## src/rtl/decode_stage.sv

```systemverilog
// rtl/decode_stage.sv - MIPS-subset instruction decoder feeding a DEPTH-entry output queue
// Decode is purely combinational from in_inst; the decoded record is queued with its PC.
module decode_stage #(
  parameter int DEPTH   = 4,
  parameter int EXT_OPS = 1
) (
  input  logic                    clk,
  input  logic                    rst,
  input  logic                    flush,
  input  logic                    in_valid,
  output logic                    in_ready,
  input  logic [31:0]             in_inst,
  input  logic [31:0]             in_pc,
  output logic                    out_valid,
  input  logic                    out_ready,
  output logic [31:0]             out_pc,
  output logic [2:0]              out_alu_sel,
  output logic [7:0]              out_alu_op,
  output logic [4:0]              out_rs,
  output logic [4:0]              out_rt,
  output logic [4:0]              out_wdest,
  output logic [4:0]              out_shamt,
  output logic [31:0]             out_imm,
  output logic                    out_reg_write,
  output logic                    out_is_branch,
  output logic                    out_is_load,
  output logic                    out_is_store,
  output logic                    out_illegal,
  output logic [$clog2(DEPTH):0]  count
);

  localparam int AW = $clog2(DEPTH);
  localparam int CW = AW + 1;
  localparam logic [CW-1:0] FULL_CNT = CW'(DEPTH);

  localparam logic [2:0] SEL_LOGIC = 3'd0;
  localparam logic [2:0] SEL_SHIFT = 3'd1;
  localparam logic [2:0] SEL_ARITH = 3'd2;
  localparam logic [2:0] SEL_NOP   = 3'd3;
  localparam logic [2:0] SEL_MOVE  = 3'd4;
  localparam logic [2:0] SEL_JUMP  = 3'd5;
  localparam logic [2:0] SEL_LDST  = 3'd6;

  localparam logic [7:0] OP_OR   = 8'd0;
  localparam logic [7:0] OP_AND  = 8'd1;
  localparam logic [7:0] OP_XOR  = 8'd2;
  localparam logic [7:0] OP_LUI  = 8'd4;
  localparam logic [7:0] OP_SLL  = 8'd5;
  localparam logic [7:0] OP_SRL  = 8'd6;
  localparam logic [7:0] OP_ADD  = 8'd7;
  localparam logic [7:0] OP_JAL  = 8'd8;
  localparam logic [7:0] OP_BEQ  = 8'd9;
  localparam logic [7:0] OP_LW   = 8'd10;
  localparam logic [7:0] OP_LB   = 8'd11;
  localparam logic [7:0] OP_SB   = 8'd12;
  localparam logic [7:0] OP_SW   = 8'd13;
  localparam logic [7:0] OP_SUB  = 8'd14;
  localparam logic [7:0] OP_SLT  = 8'd15;
  localparam logic [7:0] OP_BNE  = 8'd16;
  localparam logic [7:0] OP_BGTZ = 8'd17;
  localparam logic [7:0] OP_BLEZ = 8'd18;
  localparam logic [7:0] OP_J    = 8'd19;
  localparam logic [7:0] OP_JR   = 8'd20;

  localparam logic [5:0] OPC_SPECIAL = 6'b000000;
  localparam logic [5:0] OPC_J       = 6'b000010;
  localparam logic [5:0] OPC_JAL     = 6'b000011;
  localparam logic [5:0] OPC_BEQ     = 6'b000100;
  localparam logic [5:0] OPC_BNE     = 6'b000101;
  localparam logic [5:0] OPC_BLEZ    = 6'b000110;
  localparam logic [5:0] OPC_BGTZ    = 6'b000111;
  localparam logic [5:0] OPC_ADDIU   = 6'b001001;
  localparam logic [5:0] OPC_ANDI    = 6'b001100;
  localparam logic [5:0] OPC_ORI     = 6'b001101;
  localparam logic [5:0] OPC_XORI    = 6'b001110;
  localparam logic [5:0] OPC_LUI     = 6'b001111;
  localparam logic [5:0] OPC_LB      = 6'b100000;
  localparam logic [5:0] OPC_LW      = 6'b100011;
  localparam logic [5:0] OPC_SB      = 6'b101000;
  localparam logic [5:0] OPC_SW      = 6'b101011;

  localparam logic [5:0] FN_SLL  = 6'b000000;
  localparam logic [5:0] FN_SRL  = 6'b000010;
  localparam logic [5:0] FN_JR   = 6'b001000;
  localparam logic [5:0] FN_ADDU = 6'b100001;
  localparam logic [5:0] FN_SUBU = 6'b100011;
  localparam logic [5:0] FN_AND  = 6'b100100;
  localparam logic [5:0] FN_OR   = 6'b100101;
  localparam logic [5:0] FN_XOR  = 6'b100110;
  localparam logic [5:0] FN_SLT  = 6'b101010;

  typedef struct packed {
    logic [31:0] pc;
    logic [2:0]  alu_sel;
    logic [7:0]  alu_op;
    logic [4:0]  rs;
    logic [4:0]  rt;
    logic [4:0]  wdest;
    logic [4:0]  shamt;
    logic [31:0] imm;
    logic        reg_write;
    logic        is_branch;
    logic        is_load;
    logic        is_store;
    logic        illegal;
  } entry_t;

  logic [5:0] opcode;
  logic [5:0] funct;
  logic [4:0] rd;
  logic       ext_en;
  logic       writes;
  entry_t     dec;

  assign opcode = in_inst[31:26];
  assign funct  = in_inst[5:0];
  assign rd     = in_inst[15:11];
  assign ext_en = (EXT_OPS != 0);

  always_comb begin
    dec           = '0;
    writes        = 1'b0;
    dec.pc        = in_pc;
    dec.rs        = in_inst[25:21];
    dec.rt        = in_inst[20:16];
    dec.shamt     = in_inst[10:6];
    dec.imm       = {{16{in_inst[15]}}, in_inst[15:0]};
    dec.alu_sel   = SEL_NOP;
    dec.alu_op    = OP_OR;
    case (opcode)
      OPC_SPECIAL: begin
        dec.wdest = rd;
        case (funct)
          FN_SLL: begin
            dec.alu_op = OP_SLL;
            // The all-zero word is the canonical NOP, not a real shift.
            if (in_inst != 32'd0) begin
              dec.alu_sel = SEL_SHIFT;
              writes      = 1'b1;
            end
          end
          FN_SRL:  begin dec.alu_sel = SEL_SHIFT; dec.alu_op = OP_SRL; writes = 1'b1; end
          FN_JR:   begin dec.alu_sel = SEL_JUMP;  dec.alu_op = OP_JR; end
          FN_ADDU: begin dec.alu_sel = SEL_ARITH; dec.alu_op = OP_ADD; writes = 1'b1; end
          FN_AND:  begin dec.alu_sel = SEL_LOGIC; dec.alu_op = OP_AND; writes = 1'b1; end
          FN_OR:   begin dec.alu_sel = SEL_LOGIC; dec.alu_op = OP_OR;  writes = 1'b1; end
          FN_XOR:  begin dec.alu_sel = SEL_LOGIC; dec.alu_op = OP_XOR; writes = 1'b1; end
          FN_SUBU: begin
            if (ext_en) begin dec.alu_sel = SEL_ARITH; dec.alu_op = OP_SUB; writes = 1'b1; end
            else dec.illegal = 1'b1;
          end
          FN_SLT: begin
            if (ext_en) begin dec.alu_sel = SEL_ARITH; dec.alu_op = OP_SLT; writes = 1'b1; end
            else dec.illegal = 1'b1;
          end
          default: dec.illegal = 1'b1;
        endcase
      end
      OPC_J:    begin dec.alu_sel = SEL_JUMP; dec.alu_op = OP_J; end
      OPC_JAL:  begin dec.alu_sel = SEL_JUMP; dec.alu_op = OP_JAL; dec.wdest = 5'd31; writes = 1'b1; end
      OPC_BEQ:  begin dec.alu_sel = SEL_JUMP; dec.alu_op = OP_BEQ;  dec.is_branch = 1'b1; end
      OPC_BNE:  begin dec.alu_sel = SEL_JUMP; dec.alu_op = OP_BNE;  dec.is_branch = 1'b1; end
      OPC_BGTZ: begin dec.alu_sel = SEL_JUMP; dec.alu_op = OP_BGTZ; dec.is_branch = 1'b1; end
      OPC_BLEZ: begin
        if (ext_en) begin dec.alu_sel = SEL_JUMP; dec.alu_op = OP_BLEZ; dec.is_branch = 1'b1; end
        else dec.illegal = 1'b1;
      end
      OPC_ADDIU: begin dec.alu_sel = SEL_ARITH; dec.alu_op = OP_ADD; dec.wdest = dec.rt; writes = 1'b1; end
      OPC_ANDI: begin
        dec.alu_sel = SEL_LOGIC; dec.alu_op = OP_AND; dec.wdest = dec.rt; writes = 1'b1;
        dec.imm = {16'h0000, in_inst[15:0]};
      end
      OPC_ORI: begin
        dec.alu_sel = SEL_LOGIC; dec.alu_op = OP_OR; dec.wdest = dec.rt; writes = 1'b1;
        dec.imm = {16'h0000, in_inst[15:0]};
      end
      OPC_XORI: begin
        dec.alu_sel = SEL_LOGIC; dec.alu_op = OP_XOR; dec.wdest = dec.rt; writes = 1'b1;
        dec.imm = {16'h0000, in_inst[15:0]};
      end
      OPC_LUI: begin
        dec.alu_sel = SEL_MOVE; dec.alu_op = OP_LUI; dec.wdest = dec.rt; writes = 1'b1;
        dec.imm = {in_inst[15:0], 16'h0000};
      end
      OPC_LB: begin dec.alu_sel = SEL_LDST; dec.alu_op = OP_LB; dec.wdest = dec.rt; writes = 1'b1; dec.is_load = 1'b1; end
      OPC_LW: begin dec.alu_sel = SEL_LDST; dec.alu_op = OP_LW; dec.wdest = dec.rt; writes = 1'b1; dec.is_load = 1'b1; end
      OPC_SB: begin dec.alu_sel = SEL_LDST; dec.alu_op = OP_SB; dec.is_store = 1'b1; end
      OPC_SW: begin dec.alu_sel = SEL_LDST; dec.alu_op = OP_SW; dec.is_store = 1'b1; end
      default: dec.illegal = 1'b1;
    endcase
    dec.reg_write = writes && (dec.wdest != 5'd0);
  end

  entry_t        mem [DEPTH];
  entry_t        head;
  logic [AW-1:0] wr_ptr;
  logic [AW-1:0] rd_ptr;
  logic          push;
  logic          pop;

  // in_ready looks only at occupancy, so a full queue never accepts even on a popping edge.
  assign in_ready  = !rst && (count != FULL_CNT);
  assign out_valid = (count != '0);
  assign push      = in_valid && in_ready && !flush;
  assign pop       = out_valid && out_ready && !flush;

  always_ff @(posedge clk) begin
    if (push) mem[wr_ptr] <= dec;
  end

  always_ff @(posedge clk or posedge rst) begin
    if (rst) begin
      count  <= '0;
      wr_ptr <= '0;
      rd_ptr <= '0;
    end else if (flush) begin
      count  <= '0;
      wr_ptr <= '0;
      rd_ptr <= '0;
    end else begin
      if (push) wr_ptr <= wr_ptr + AW'(1);
      if (pop)  rd_ptr <= rd_ptr + AW'(1);
      case ({push, pop})
        2'b10:   count <= count + CW'(1);
        2'b01:   count <= count - CW'(1);
        default: count <= count;
      endcase
    end
  end

  assign head          = mem[rd_ptr];
  assign out_pc        = head.pc;
  assign out_alu_sel   = head.alu_sel;
  assign out_alu_op    = head.alu_op;
  assign out_rs        = head.rs;
  assign out_rt        = head.rt;
  assign out_wdest     = head.wdest;
  assign out_shamt     = head.shamt;
  assign out_imm       = head.imm;
  assign out_reg_write = head.reg_write;
  assign out_is_branch = head.is_branch;
  assign out_is_load   = head.is_load;
  assign out_is_store  = head.is_store;
  assign out_illegal   = out_valid && head.illegal;

endmodule

```

## config.mk

```make
export PLATFORM = sky130hd
export DESIGN_NAME = decode_stage
export DESIGN_NICKNAME = d
export VERILOG_FILES = /design/src/rtl/decode_stage.sv
export SDC_FILE = /design/constraint.sdc
export NUM_CORES = 1
export LEC_CHECK = 0
export CAP_MARGIN = 20
export CELL_PAD_IN_SITES_DETAIL_PLACEMENT = 1
export CELL_PAD_IN_SITES_GLOBAL_PLACEMENT = 1
export CORE_ASPECT_RATIO = 0.6
export CORE_MARGIN = 8
export CORE_UTILIZATION = 40
export DETAILED_ROUTE_END_ITERATION = 7
export PLACE_DENSITY = 0.7
export SLEW_MARGIN = 5
export SYNTH_ARGS = -nofsm -noshare
export SYNTH_HDL_FRONTEND = slang
export SYNTH_SLANG_ARGS = --single-unit
```

## constraint.sdc

```tcl
create_clock -name clk -period 3.9 [get_ports clk]
set_input_delay 0.78 -clock clk [delete_from_list [all_inputs] [get_ports clk]]
set_output_delay 0.78 -clock clk [all_outputs]
set_load 0.05 [all_outputs]
```

---- Word level (Yosys, flattened, before mapping) ----
Memory sizes are Yosys's and may differ from the RTL's.
Index checks and enable logic that the tools add are counted.
cells by class
  $add $sub $neg .......................... 4
  eq/ne operators ......................... 26
  multiplexer cells ....................... 21
  reduce and logical (&&, ||, !) cells .... 26
operator list
  kind                   count
  $pmux W11 S16          1
  $pmux W11 S9           1
  $pmux W32 S2           1
  $eq A6 B6 Y1 const B   10
  $eq A6 B4 Y1 const B   6
  $reduce_bool A32 Y1    1
  $eq A6 B3 Y1 const B   4
  $eq A6 B2 Y1 const B   3
  $pmux W5 S3            1
  $reduce_or A15 Y1      1
  $reduce_or A7 Y1       2
  $logic_not A6 Y1       2
  $mux W2                5
  $reduce_or A9 Y1       1
  $reduce_or A8 Y1       1
  $logic_and A1 B1 Y1    7
  $mux W1                7
  $pmux W1 S2            3
  $pmux W3 S2            1
  $reduce_bool A3 Y1     2
  $reduce_bool A5 Y1     1
  $add A2 B1 Y2 const B  2
  $reduce_bool A2 Y1     2
  $reduce_or A2 Y1       2
  other kinds (9)        10
storage, ports and cells
  register bits ........................... 7
  memory bits (writable) .................. 400
  input bits .............................. 69
  output and inout bits ................... 105
  word-level logic and storage cells ...... 81
  memories kept ........................... 1
memory list
  memory  words  bits a word  rd ports  clocked after Yosys merged registers in  write ports  RTL line  source
  mem     4      100          1         0                                        1            194       entry_t mem [DEPTH];

---- Depth between registers and ports, before layout ----
Gate-level depths: netlist of the first run.
  depth after elaboration ................. 7
  depth in mapped cells ................... 7
  gate-level depth less buffers ........... 7

---- Least setup slack after synthesis of the first run ----
OpenSTA, ideal clock, no wires.
  path type ............................... in2reg
  start ................................... in rst
  end ..................................... mem mem[0][0] (netlist bit) (enable)
  library setup time ...................... 0.467 ns
  data arrival time ....................... 4.125 ns
  data required time ...................... 3.433 ns
  path slack .............................. -0.692 ns
  stages on the path ...................... 5
  path buffers ............................ 0
  path through ............................ inv_1 > and2_1 > nand2_1 > nor2_1 > and2_1
on the way
  word-level cells in the longest chain between the ends .. 6
RTL lines
  element                            RTL line  source
  start: declaration                 8         input logic rst,
  $logic_not A1 Y1 (no line)         -
  $logic_and A1 B1 Y1                202       assign in_ready = !rst && (count != FULL_CNT);
  via in_ready                       11        output logic in_ready,
  $logic_and A1 B1 Y1 (2 in series)  204       assign push = in_valid && in_ready && !flush;
  $mux W1                            208       if (push) mem[wr_ptr] <= dec;
  $mux W1 (implied by the code)      208
  end: declaration                   194
The timed path passes the listed nets, and every way through them passes these cells.

---- Worst setup path after layout of the first run ----
  start ................................... reg rd_ptr[0]
  end ..................................... out out_pc[1]
on the way
  word-level cells in the longest chain between the ends .. 1
RTL lines
  element                   RTL line  source
  start: declaration        197       logic [AW-1:0] rd_ptr;
  start signal: assignment  222       if (pop) rd_ptr <= rd_ptr + AW'(1);
  $mem_v2 Z4 W100           -
  end: declaration          16        output logic [31:0] out_pc,
No other way between the ends.

==> run_results.csv, run 1 <==
group,metric,value,unit
logic_synthesis,yosysTopAreaCellShare,0.752,
layout,drive_above_1_share,0.196,
timing,setup_viol,0,
detailed_routing,vias,7732,
power,switching_power,3.19,mW
layout,area_delta_synth_final,23.7,%
power,max-vdd-ir-drop,0.000380,V
timing,fin_skew,11.6,ps
power,p_int,7.71,mW
worst_setup_path,endpoint_kind,"output pin",
cts,clk_latency,530,ps
detailed_routing,ant_nets,0,
timing,clock.fmax,277,MHz
cts,postCtsHoldBufs,0,
outcome,status,"finished clean",
worst_setup_path,reg2reg_from,"count[0]$_DFFE_PP0P_",
worst_setup_path,worstPathRequired,3120,ps
floorplanning,rows,55,
power,comb_power_share,0.235,
power,swShare,0.293,
logic_synthesis,synth-seq-cells,395,
global_route,grt_use_total,0.154,
placement,dpl_cell_area,18000,µm²
layout,finalNonFillerCells,1469,
worst_setup_path,reg2reg_depth,6,
global_route,antenna_found_initial,2,
floorplanning,initial_core_util,0.409,
power,p_per_area,568,nW/µm²
cts,cts_sinks,395,
logic_synthesis,async_flop_share,0.0177,
logic_synthesis,synth-edff-count,388,
logic_synthesis,syn-mean-instance-area,21.2,µm²
global_route,grt_pass1_vias,8520,
logic_synthesis,synthTopCellsByArea,"edfxtp_1 75%, mux4_2 14%, dfrtp_1 1.1%",
worst_setup_path,rrSetupSlack,1530,ps
global_route,gr-total-overflow,0,
detailed_routing,drt_wl_total,35.4,mm
global_route,grt_max_degree,48,
layout,insertedDiodeCount,0,
worst_setup_path,cp-start-kind,"flip-flop",
power,leakagePower,6.07,nW
logic_synthesis,synthFlopType,"edfxtp_1",
worst_setup_path,setup.worst_path.class,"flip-flop to output pin",
floorplanning,die_area,45500,µm²
placement,numPortBuffers,170,
power,power.share.sequential,0.449,
logic_synthesis,yosysWarnings,0,
placement,dp_hpwl,23.3,mm
timing,rsz0062_at_grt,"no",
cts,root_buffer,"clkbuf_16",
logic_synthesis,synth_top_cell_by_area,"edfxtp_1",
worst_setup_path,cp_max_fo,16,
timing,worst_pin_slew,674,ps
floorplanning,dieHeight,168,µm
detailed_routing,first_iter_violations,466,
timing,maxSlewHeadroom,0.549,
cts,cts_max_level,2,
floorplanning,fp.dieW,270,µm
cts,clock_path_buffers,3,
timing,finalCriticalPeriod,3610,ps
logic_synthesis,synth.cell_area,15500,µm²
layout,fin_area,19200,µm²
layout,finalNetCount,1002,
cts,path_clk_slew,60,ps
worst_setup_path,r2r_end,"mem[0][56]$_DFFE_PP_",
power,pwr-share-clk,0.317,
timing,hold_violations,0,
timing,slew_violations,0,
logic_synthesis,synth_cells,731,
logic_synthesis,seq_area_frac_synth,0.763,
detailed_routing,avgRoutedWirePerCell,24.1,µm
cts,numCtsBuffers,38,
layout,n_fill_cell,3393,
flow_run,drv_cap,0,
logic_synthesis,synth.distinct_cells,57,
hold_path,hold_class,"primary input to asynchronous set/reset pin",
cts,ctsResizeCount,0,
timing,period_share,0.927,
placement,gp_congestion,0.776,
placement,place_inst,1401,
floorplanning,ioPinCount,174,
layout,final_core_util,0.506,
global_route,grt_pass1_wl,54.1,mm
timing,finalSetupTns,0,ps
floorplanning,core,37900,µm²
detailed_routing,firstDrtPassIters,4,
cts,cts_tree,"built",
worst_setup_path,arrival,2830,ps
detailed_routing,drcViolationCount,0,
detailed_routing,avgViaCountPerCell,5.26,
cts,cts_setup_buffers,0,
## metal layers
layer	track usage	wire [µm]	part of all wire	vias up
li1	-	-	-	3434
met2	0.255	17000	0.48	146
met5	0	27	0.00076	-
met4	0.0299	568	0.016	4
met1	0.208	16200	0.46	4099
met3	0.0346	1500	0.042	49
## kinds of logic after synthesis
logic type,share of synthesized area
flops,0.763
xor+xnor,0.00565
buf+inv,0.0161
other cells,0.000242
simple gates,0.0352
fa+ha+maj,0.00452
compound gates,0.0329
mux,0.142
## final cells by class
type / instances / area, µm² / area share
well taps: 513 / 642 / 0.0335
inverters: 11 / 41.3 / 0.00215
flip-flops and latches: 395 / 11800 / 0.617
multi-input cells: 285 / 3440 / 0.179
repair buffers: 197 / 2070 / 0.108
clock buffers: 49 / 992 / 0.0517
clock inverters: 19 / 160 / 0.00835
## power by group through the flow
stage | combinational [mW] | sequential, mW | clock [mW]
floorplan | 1.70 | 4.96 | 0
global placement | 2.58 | 4.98 | 0
detailed placement | 2.60 | 4.98 | 0
CTS | 2.61 | 4.89 | 3.58
global route | 2.69 | 4.90 | 3.71
finish | 2.56 | 4.89 | 3.45
## synthesized netlist by cell type (6+ instances only)
library cell and count:
clkbuf_1 18, nand2_1 8, a21o_1 17, xor2_1 7, a21oi_1 10, buf_2 16
nor2_1 27, a31oi_1 6, dfrtp_1 7, and2_1 8, edfxtp_1 388, o21ai_0 13
a221o_1 7, inv_1 11, nor2b_1 17, buf_4 6, mux4_2 97
## worst max-delay path by stage
stage,start,end,slack (ps)
after detailed placement,rst,in_ready,590
after floorplan,rst,mem[0][0]$_DFFE_PP_,390
after global routing,rd_ptr[0]$_DFFE_PP0P_,out_pc[1],140
after global placement,rst,in_ready,630
final,rd_ptr[0]$_DFFE_PP0P_,out_pc[1],290
after CTS,rd_ptr[0]$_DFFE_PP0P_,out_pc[1],180
## worst max-delay path: stages (launching register included)
cell,delay [ps]
dfrtp_4,670
buf_4,340
mux4_2,550
clkdlybuf4s50_1,740
## stage by stage
step | setup WS [ps] | hold slack [ps] | power [mW]
final | 285 | 523 | 10.9
after global routing | 139 | 524 | 11.3
after CTS | 183 | 501 | 11.1
after detailed placement | 593 | 589 | 7.58
after global placement | 633 | 568 | 7.56
after floorplan | 386 | 543 | 6.66
## state kept, by name, summed over array words and instances (netlist names)
register / count
mem: 388
count: 3
rd_ptr: 2
wr_ptr: 2
## cells in the final DEF (no fill, tap or decap), drive strengths merged, types with 9 or more instances in the layout
cell type and instances:
a21o 17, a21oi 10, and2 9, buf 27, clkbuf 49, clkdlybuf4s50 170, clkinv 12, edfxtp 388
inv 14, mux4 97, nand2 9, nor2 28, nor2b 17, o21ai 14
Note: power is estimated with default switching activity, not from simulation.
==> inputs of run 2 (changes only) <==
PLACE_DENSITY = 0.67   (was 0.7)
TNS_END_PERCENT = 50   (was unset)
clock period = 3.65 ns   (was 3.9 ns; I/O delays follow)
==> run 2 against run 1 <==
Against the previous run: total power increased by 6.9%; cell count is 0.14% higher; routed wire length up 2.0%; worst hold slack worse by 16 ps; core utilization down 0.069 points; final area fell by 0.14%; first-iteration DRC count is 11% higher; count of clock-buffer cells in the layout is 4 lower; worst setup slack worse by 65 ps; die area unchanged; largest power group unchanged; register-to-register slack got worse by 190 ps.
==> run_results.csv, run 2 (same netlist as run 1, synthesis figures left out) <==
group,metric,value,unit
layout,largest_register,"mem",
timing,maxSlewHeadroom,0.383,
global_route,grt_use_total,0.157,
placement,dpl_cell_area,18000,µm²
power,p_per_area,608,nW/µm²
worst_setup_path,setup.worst_path.class,"flip-flop to output pin",
layout,insertedDiodeCount,0,
timing,finalSetupTns,0,ps
layout,fin_area,19100,µm²
worst_setup_path,r2r_end,"mem[2][53]$_DFFE_PP_",
cts,numCtsBuffers,38,
hold_path,hold_class,"primary input to asynchronous set/reset pin",
timing,slew_violations,0,
detailed_routing,ant_nets,0,
floorplanning,initial_core_util,0.409,
floorplanning,rows,55,
cts,root_buffer,"clkbuf_16",
global_route,antenna_found_initial,1,
flow_run,drv_cap,0,
global_route,grt_pass1_wl,55.2,mm
worst_setup_path,cp-start-kind,"flip-flop",
detailed_routing,firstDrtPassIters,5,
layout,drive_above_1_share,0.246,
worst_setup_path,cp_max_fo,33,
timing,setup_viol,0,
floorplanning,die_area,45500,µm²
timing,hold_violations,0,
layout,layout_common_cells,"388 x edfxtp_1, 130 x clkdlybuf4s50_1, 97 x mux4_2",
timing,fin_skew,24.4,ps
cts,cts_max_level,2,
timing,finalCriticalPeriod,3430,ps
worst_setup_path,endpoint_kind,"output pin",
placement,numPortBuffers,170,
power,leakagePower,6.14,nW
worst_setup_path,arrival,2700,ps
placement,pre_cts_slack,319,ps
outcome,status,"finished clean",
placement,dp_hpwl,23.8,mm
detailed_routing,drcViolationCount,0,
worst_setup_path,rrSetupSlack,1340,ps
detailed_routing,avgRoutedWirePerCell,24.5,µm
layout,area_delta_synth_final,23.6,%
cts,clock_path_buffers,3,
floorplanning,dieHeight,168,µm
floorplanning,fp.dieW,270,µm
floorplanning,core,37900,µm²
cts,cts_sinks,395,
cts,cts_tree,"built",
timing,fin_ws,220,ps
detailed_routing,first_iter_violations,516,
layout,finalNetCount,1005,
detailed_routing,avgViaCountPerCell,5.26,
detailed_routing,drt_wl_total,36.1,mm
floorplanning,ioPinCount,174,
cts,ctsResizeCount,0,
layout,reg_top3,"mem (388), count (3)",
timing,clock.fmax,292,MHz
timing,period_share,0.940,
power,max-vdd-ir-drop,0.000415,V
timing,rsz0062_at_grt,"no",
placement,gp_congestion,0.760,
cts,cts_setup_buffers,0,
timing,worst_pin_slew,925,ps
layout,largest_register_ff_count,388,
global_route,gr-total-overflow,0,
global_route,grt_pass1_vias,8586,
global_route,grt_max_degree,36,
layout,final_common_cell,"edfxtp_1",
worst_setup_path,reg2reg_depth,6,
cts,clk_latency,530,ps
cts,postCtsHoldBufs,0,
worst_setup_path,reg2reg_from,"count[2]$_DFFE_PP0P_",
cts,path_clk_slew,60,ps
worst_setup_path,worstPathRequired,2920,ps
detailed_routing,vias,7734,
==> run 2: changes by cell type in the layout (fill, tap and decap cells not counted) <==
| cell | delta |
|---|---|
| clkbuf_1 | -5 |
| buf_4 | +41 |
| clkinv_8 | +1 |
| clkdlybuf4s50_1 | -40 |
| clkinv_1 | -2 |
| buf_12 | +2 |
| clkinvlp_4 | +1 |
| clkinv_2 | +6 |
| clkbuf_16 | +1 |
| inv_6 | -3 |
==> run 2: worst max-delay path by stage <==
| stage | from | to | slack (ps) | depth (start not counted) |
|---|---|---|---|---|
| 6_report | rd_ptr[0]$_DFFE_PP0P_ | out_illegal | 220 | 4 |
| 5_1_grt | rd_ptr[0]$_DFFE_PP0P_ | out_illegal | 90 | 4 |
| 4_1_cts | rd_ptr[0]$_DFFE_PP0P_ | out_illegal | 130 | 4 |
| 3_5_place_dp | in_inst[10] | mem[2][66]$_DFFE_PP_ | 320 | 6 |
| 3_3_place_gp | in_inst[10] | mem[1][66]$_DFFE_PP_ | 330 | 6 |
| 2_1_floorplan | rst | mem[2][0]$_DFFE_PP_ | -890 | 5 |
==> run 2: stage by stage <==
step | power (mW) | hold slack, ps | instances | util
floorplan | 7.12 | 543 | 733 | -
global placement | 8.04 | 569 | 1404 | 0.474
detailed placement | 8.06 | 582 | 1404 | 0.474
CTS | 11.8 | 484 | 1471 | 0.505
global route | 12.1 | 521 | 1471 | 0.505
finish | 11.7 | 507 | 1471 | 0.505
==> run 2: critical path, stage by stage (launching register included) <==
cell and delay, ps:
dfrtp_4 450, buf_12 280, mux4_2 570, and2_1 170
clkdlybuf4s50_1 700
==> run 2: area by class of cell <==
cell class / count / area, µm²
flip-flops and latches: 395 / 11800
inverters: 11 / 41.3
repair buffers: 200 / 2010
fillers: 3405 / 18800
well taps: 513 / 642
multi-input cells: 285 / 3440
clock inverters: 22 / 180
clock buffers: 45 / 998
==> run 2: power breakdown <==
part           total, mW  switching, mW  internal [mW]
Clock               3.74           1.63           2.11
Sequential          5.20         0.0715           5.13
Combinational       2.72           1.73          0.992
Total               11.7           3.43           8.22
==> run 2: per-layer routing <==
metal | track usage | wire [µm] | vias up
li1 | - | - | 3432
met1 | 0.215 | 16400 | 4095
met2 | 0.260 | 17600 | 163
met3 | 0.0349 | 1640 | 42
met4 | 0.0308 | 484 | 2
met5 | 0 | 11 | -
